<file path="config.mk">
export PLATFORM = sky130hd
export DESIGN_NAME = br_enc_bin2onehot_accum
export DESIGN_NICKNAME = d
export VERILOG_FILES = /design/src/rtl/br_enc_bin2onehot_accum.sv
export SDC_FILE = /design/constraint.sdc
export NUM_CORES = 1
export LEC_CHECK = 0
export BUFFER_PORTS_ARGS = -buffer_cell sky130_fd_sc_hd__clkbuf_2
export CAP_MARGIN = 15
export CORE_AREA = 2 2 39 41
export DETAILED_ROUTE_END_ITERATION = 12
export DIE_AREA = 0 0 41 43
export GPL_TIMING_DRIVEN = 0
export PLACE_DENSITY_LB_ADDON = 0.1
export SKIP_LAST_GASP = 1
export SLEW_MARGIN = 25
export SYNTH_ARGS = -nofsm -noshare
export SYNTH_HDL_FRONTEND = slang
export SYNTH_SLANG_ARGS = --single-unit
</file>
<file path="constraint.sdc">
create_clock -name clk -period 1.25 [get_ports clk]
set_input_delay 0.25 -clock clk [delete_from_list [all_inputs] [get_ports clk]]
set_output_delay 0.25 -clock clk [all_outputs]
set_load 0.03 [all_outputs]
</file>
<file path="src/rtl/br_enc_bin2onehot_accum.sv">
`default_nettype none
// ============================================================================
// Module   : br_enc_bin2onehot_accum
// Brief    : Accumulates one-hot encodings of binary indices across a burst
//            and returns the multihot OR, a duplicate flag and a popcount.
// Revision : 1.0 - initial release
// ============================================================================
module br_enc_bin2onehot_accum #(
  parameter int NumValues                 = 2,
  parameter int BinWidth                  = (NumValues > 1) ? $clog2(NumValues) : 1,
  parameter int EnableInputRangeCheck     = 1,
  parameter int EnableAssertFinalNotValid = 1
) (
  input  logic                             clk,
  input  logic                             rst,
  output logic                             push_ready,
  input  logic                             push_valid,
  input  logic [BinWidth-1:0]              push_bin,
  input  logic                             push_last,
  input  logic                             pop_ready,
  output logic                             pop_valid,
  output logic [NumValues-1:0]             pop_multihot,
  output logic                             pop_dup,
  output logic [$clog2(NumValues+1)-1:0]   pop_count
);

  localparam int c_count_width = $clog2(NumValues + 1);

  if (NumValues < 1) begin : g_bad_num_values
    $error("NumValues must be at least 1");
  end
  if ((NumValues > 1) && (BinWidth < $clog2(NumValues))) begin : g_bad_bin_width
    $error("BinWidth too narrow for NumValues");
  end

  logic [NumValues-1:0]     r_acc;
  logic                     r_dup;
  logic                     r_pop_valid;
  logic [NumValues-1:0]     r_pop_multihot;
  logic                     r_pop_dup;

  logic [NumValues-1:0]     w_onehot;
  logic [NumValues-1:0]     w_acc_next;
  logic                     w_dup_next;
  logic                     w_push_ready;
  logic                     w_accept;
  logic                     w_pop_fire;
  logic [NumValues-1:0]     w_pop_multihot;
  logic [c_count_width-1:0] w_count;

  // Indices at or beyond NumValues match no bit, so they neither set a bit
  // nor raise the duplicate flag.
  for (genvar i = 0; i < NumValues; i++) begin : g_onehot
    assign w_onehot[i] = (push_bin == BinWidth'(i));
  end

  assign w_push_ready = !r_pop_valid || pop_ready;
  assign w_accept     = push_valid && w_push_ready;
  assign w_pop_fire   = r_pop_valid && pop_ready;
  assign w_acc_next   = r_acc | w_onehot;
  assign w_dup_next   = r_dup | (|(r_acc & w_onehot));

  always_ff @(posedge clk or posedge rst) begin
    if (rst) begin
      r_acc          <= '0;
      r_dup          <= 1'b0;
      r_pop_valid    <= 1'b0;
      r_pop_multihot <= '0;
      r_pop_dup      <= 1'b0;
    end else begin
      if (w_pop_fire) begin
        r_pop_valid <= 1'b0;
      end
      // A last beat landing on the pop edge reloads the output with no bubble.
      if (w_accept) begin
        if (push_last) begin
          r_pop_multihot <= w_acc_next;
          r_pop_dup      <= w_dup_next;
          r_pop_valid    <= 1'b1;
          r_acc          <= '0;
          r_dup          <= 1'b0;
        end else begin
          r_acc <= w_acc_next;
          r_dup <= w_dup_next;
        end
      end
    end
  end

  assign w_pop_multihot = r_pop_valid ? r_pop_multihot : '0;

  always_comb begin
    w_count = '0;
    for (int i = 0; i < NumValues; i++) begin
      w_count = w_count + c_count_width'(w_pop_multihot[i]);
    end
  end

  assign push_ready   = w_push_ready;
  assign pop_valid    = r_pop_valid;
  assign pop_multihot = w_pop_multihot;
  assign pop_dup      = r_pop_valid ? r_pop_dup : 1'b0;
  assign pop_count    = w_count;

  if (EnableInputRangeCheck != 0) begin : g_range_chk
    localparam logic [BinWidth:0] c_num_values = (BinWidth + 1)'(NumValues);

    a_push_bin_in_range : assert property (
      @(posedge clk) disable iff (rst)
      push_valid |-> ({1'b0, push_bin} < c_num_values)
    );

    a_pop_count_nonzero : assert property (
      @(posedge clk) disable iff (rst)
      pop_valid |-> (pop_count != '0)
    );
  end

  final begin
    if (EnableAssertFinalNotValid != 0) begin
      a_final_push_idle : assert (!push_valid);
      a_final_pop_idle  : assert (!pop_valid);
    end
  end

endmodule
`default_nettype wire

</file>
==> key figures <==
Global route
  • Gr usage total: 10.94%
  • Overflow after GRT: 0
  • First-pass GRT wire length: 1.214 mm
  • Initial antenna violation count: 0
  • Vias in the first global route: 310
  • Largest net degree at the start of global routing: 8

Synthesis
  • Seq/Total Area, Yosys: 48.11%
  • Area leader, netlist: dfrtp_1
  • Unique masters post-synth: 15
  • Yosys Warn Count: 0
  • Mapped Area: approximately 360 um2
  • Syn_area_per_cell: ~11 um2
  • Mapped Cells: 33
  • Yosys top cell area share: between 40 and 50%
  • #FFs+latches synth: 7
  • Top cells by area in the synthesized netlist: dfrtp_1 48%, and2_2 6.2%, mux2i_1 5.5%
  • Syn Nets: 40

Detailed routing
  • Via-to-Cell Ratio: 4.176
  • Antenna-violating nets left: 0
  • DRT Wirelength: between 700 and 800 um
  • Initial DRC count: 4
  • Post-DR wirelength/cell: 10.01 um
  • DR vias: 309
  • Drt pass-1 iters: 2
  • # DRC: 0

Floorplan
  • Chip height: 43 um
  • Starting density of the core: 26.31%
  • Core Box Area: ~1400 um2
  • Die W: 41 um
  • Top Ports: 13
  • Row cnt: 14
  • Die area: 1763 um2

Critical path
  • Max incr delay on CP: 400 ps
  • CP max stage cell: dfrtp_2
  • Crit path capture type: primary output
  • Worst-path fanout max: 3
  • Setup CP Type: register to primary output
  • FF-to-FF path depth: 5
  • Startpoint types: register
  • Arrival time at the worst endpoint: between 1000 and 1500 ps
  • CP required: 1000 ps
  • Cell Chain, Critical Path: and2_4 > ha_4 > buf_8

Placed design
  • HPWL after detailed placement: 527.4 um
  • Place WS: -46.63 ps
  • Input/output buffers: 12
  • Routability congestion estimate: around 0.70
  • Cell Area, Placed: 460.4 um2

CTS
  • Inserted Clock Buffers: 3
  • # H-tree levels: 1
  • Clock root cell: clkbuf_4
  • TritonCTS clock tree: yes
  • Clk buf depth: 2
  • CTS clk-pin slew, worst paths: 50 ps
  • Worst skew pair latency: 240 ps
  • TritonCTS Sinks: 7

Worst hold path
  • WHS Path Cells: 3
  • Min-delay worst type: primary input to register

Finish
  • Layout cell share with drive strength beyond 1: between 50% and 60%
  • Fin nets: between 60 and 70
  • Design area: 599.3 um2
  • Number of antenna diodes: 0
  • Area Overhead vs Synth: 64.60%
  • Layout Utilization: ~43%
  • Filler cells: 141
  • Multi-input gate area: 177.7 um2
  • Reg area: ~180 um2

STA
  • Setup TNS: -397.0 ps
  • Worst slew pin tran: 268.5 ps
  • Final setup vio count: 5
  • Peak Freq: 704.6 MHz
  • Slew HR: 82.08%
  • Final Slew Violations: 0
  • Min Tclk post-route: 1419 ps
  • Fin. Hold Viols: 0
  • Final Cycle Share: 113.5%
  • Skew final: 0.1197 ps
  • Final WS setup: -169.2 ps
  • RSZ-0062 raised after global routing: true

Pwr
  • Comb power frac: 40.6%
  • Flop pwr share: 35.5%
  • Cell Int Power: 0.5754 mW
  • Switching Share: 31.32%
  • VDD IR max: 0.7868 mV
  • Leakage power: 0.3129 nW
  • Net switching power: 0.2624 mW
  • Power Total: 0.8379 mW
  • Pwr dens: 1398 nW/um2
  • Clk pwr share: 23.8%

Flow run
  • Number of max-cap violations: 0

Status
  • Status: finished, violations left
  • Violated checks: setup timing
-- Yosys cell counts --
master,n
nand2b_1,1
dfrtp_1,7
a31oi_1,3
inv_1,4
mux2i_1,2
mux2_2,1
nand2_1,1
nor2b_4,1
buf_6,1
nand2b_4,1
ha_1,1
mux2_4,1
and2_2,3
nand2_2,1
nor2_1,5
-- through the flow --
step	cells	hold WS, ps
floorplan	33	53.33
global placement	61	169.8
detailed placement	61	176.7
CTS	69	256.8
global route	74	283.3
finish	74	259.9
-- critical path, delay by kind of cell (launching register included) --
| family | cells | cell delay [ps] |
|---|---|---|
| flops | 1 | 400 |
| fa+ha+maj | 1 | 260 |
| simple gates | 1 | 150 |
| buf+inv | 1 | 110 |
-- worst paths after layout --
| check | start | end | slack [ps] |
|---|---|---|---|
| setup / recovery | pop_valid$_DFF_PP0_ | pop_count[0] | -170 |
| hold / removal | push_last | pop_valid$_DFF_PP0_ | 260 |
| setup reg to reg | pop_valid$_DFF_PP0_ | r_pop_multihot[0]$_DFFE_PP0P_ | -40 |
| hold reg to reg | r_dup$_DFFE_PP0P_ | r_dup$_DFFE_PP0P_ | 500 |
| max in group asynchronous | rst | pop_valid$_DFF_PP0_ | 560 |
| min in group asynchronous | rst | r_pop_dup$_DFFE_PP0P_ | 460 |
-- area by class of cell --
type | count | area share, %
Timing Repair Buffer | 21 | 28.81
Multi-Input combinational cell | 21 | 29.65
Clock buffer | 4 | 4.384
Sequential cell | 7 | 29.44
Tap cell | 16 | 3.340
Buffer | 1 | 1.879
Inverter | 4 | 2.505
-- state kept, by name (all words and copies together), names as in the netlist --
signal / flops
pop_valid: 1
r_acc: 2
r_dup: 1
r_pop_dup: 1
r_pop_multihot: 2
-- power by group through the flow --
stage	clock [mW]	sequential (mW)	combinational [mW]
after floorplan	0	0.303	0.199
after CTS	0.209	0.297	0.303
after global routing	0.219	0.304	0.368
after global placement	0	0.302	0.238
final	0.200	0.298	0.340
after detailed placement	0	0.305	0.241
-- layout by cell type, fill, tap and decap left out, drive strengths merged --
master       count
buf             16
clkbuf           9
dfrtp            7
nor2             5
inv              4
a31oi            3
and2             3
mux2i            2
nand2            2
nand2b           2
mux2             2
nor2b            1
ha               1
dlygate4sd3      1
-- what timing repair did --
item / CTS / global route
hold endpoints to repair: 7 / 0
pin swaps: 2 / 1
gates resized for setup: 8 / 9
hold buffers: 1 / 0
setup buffers: 3 / 5
setup endpoints to repair: 6 / 8
gates cloned: 0 / 0
-- per-layer routing --
layer,vias up,routed length (um),track usage (%)
met5,-,0,0
met2,11,376,16.25
met3,2,55,3.141
li1,155,-,-
met1,141,298,11.59
met4,0,10,10.00
-- cell families after synthesis --
kind of cell             share of synthesized area (%)
AO/OA/AOI/OAI                                    5.155
flip-flops                                       48.11
buffers and inverters                            7.215
AND/OR/NAND/NOR                                  23.37
multiplexers                                     12.71
adder cells (fa/ha/maj)                          3.436
(Power assumes the default switching activity.)
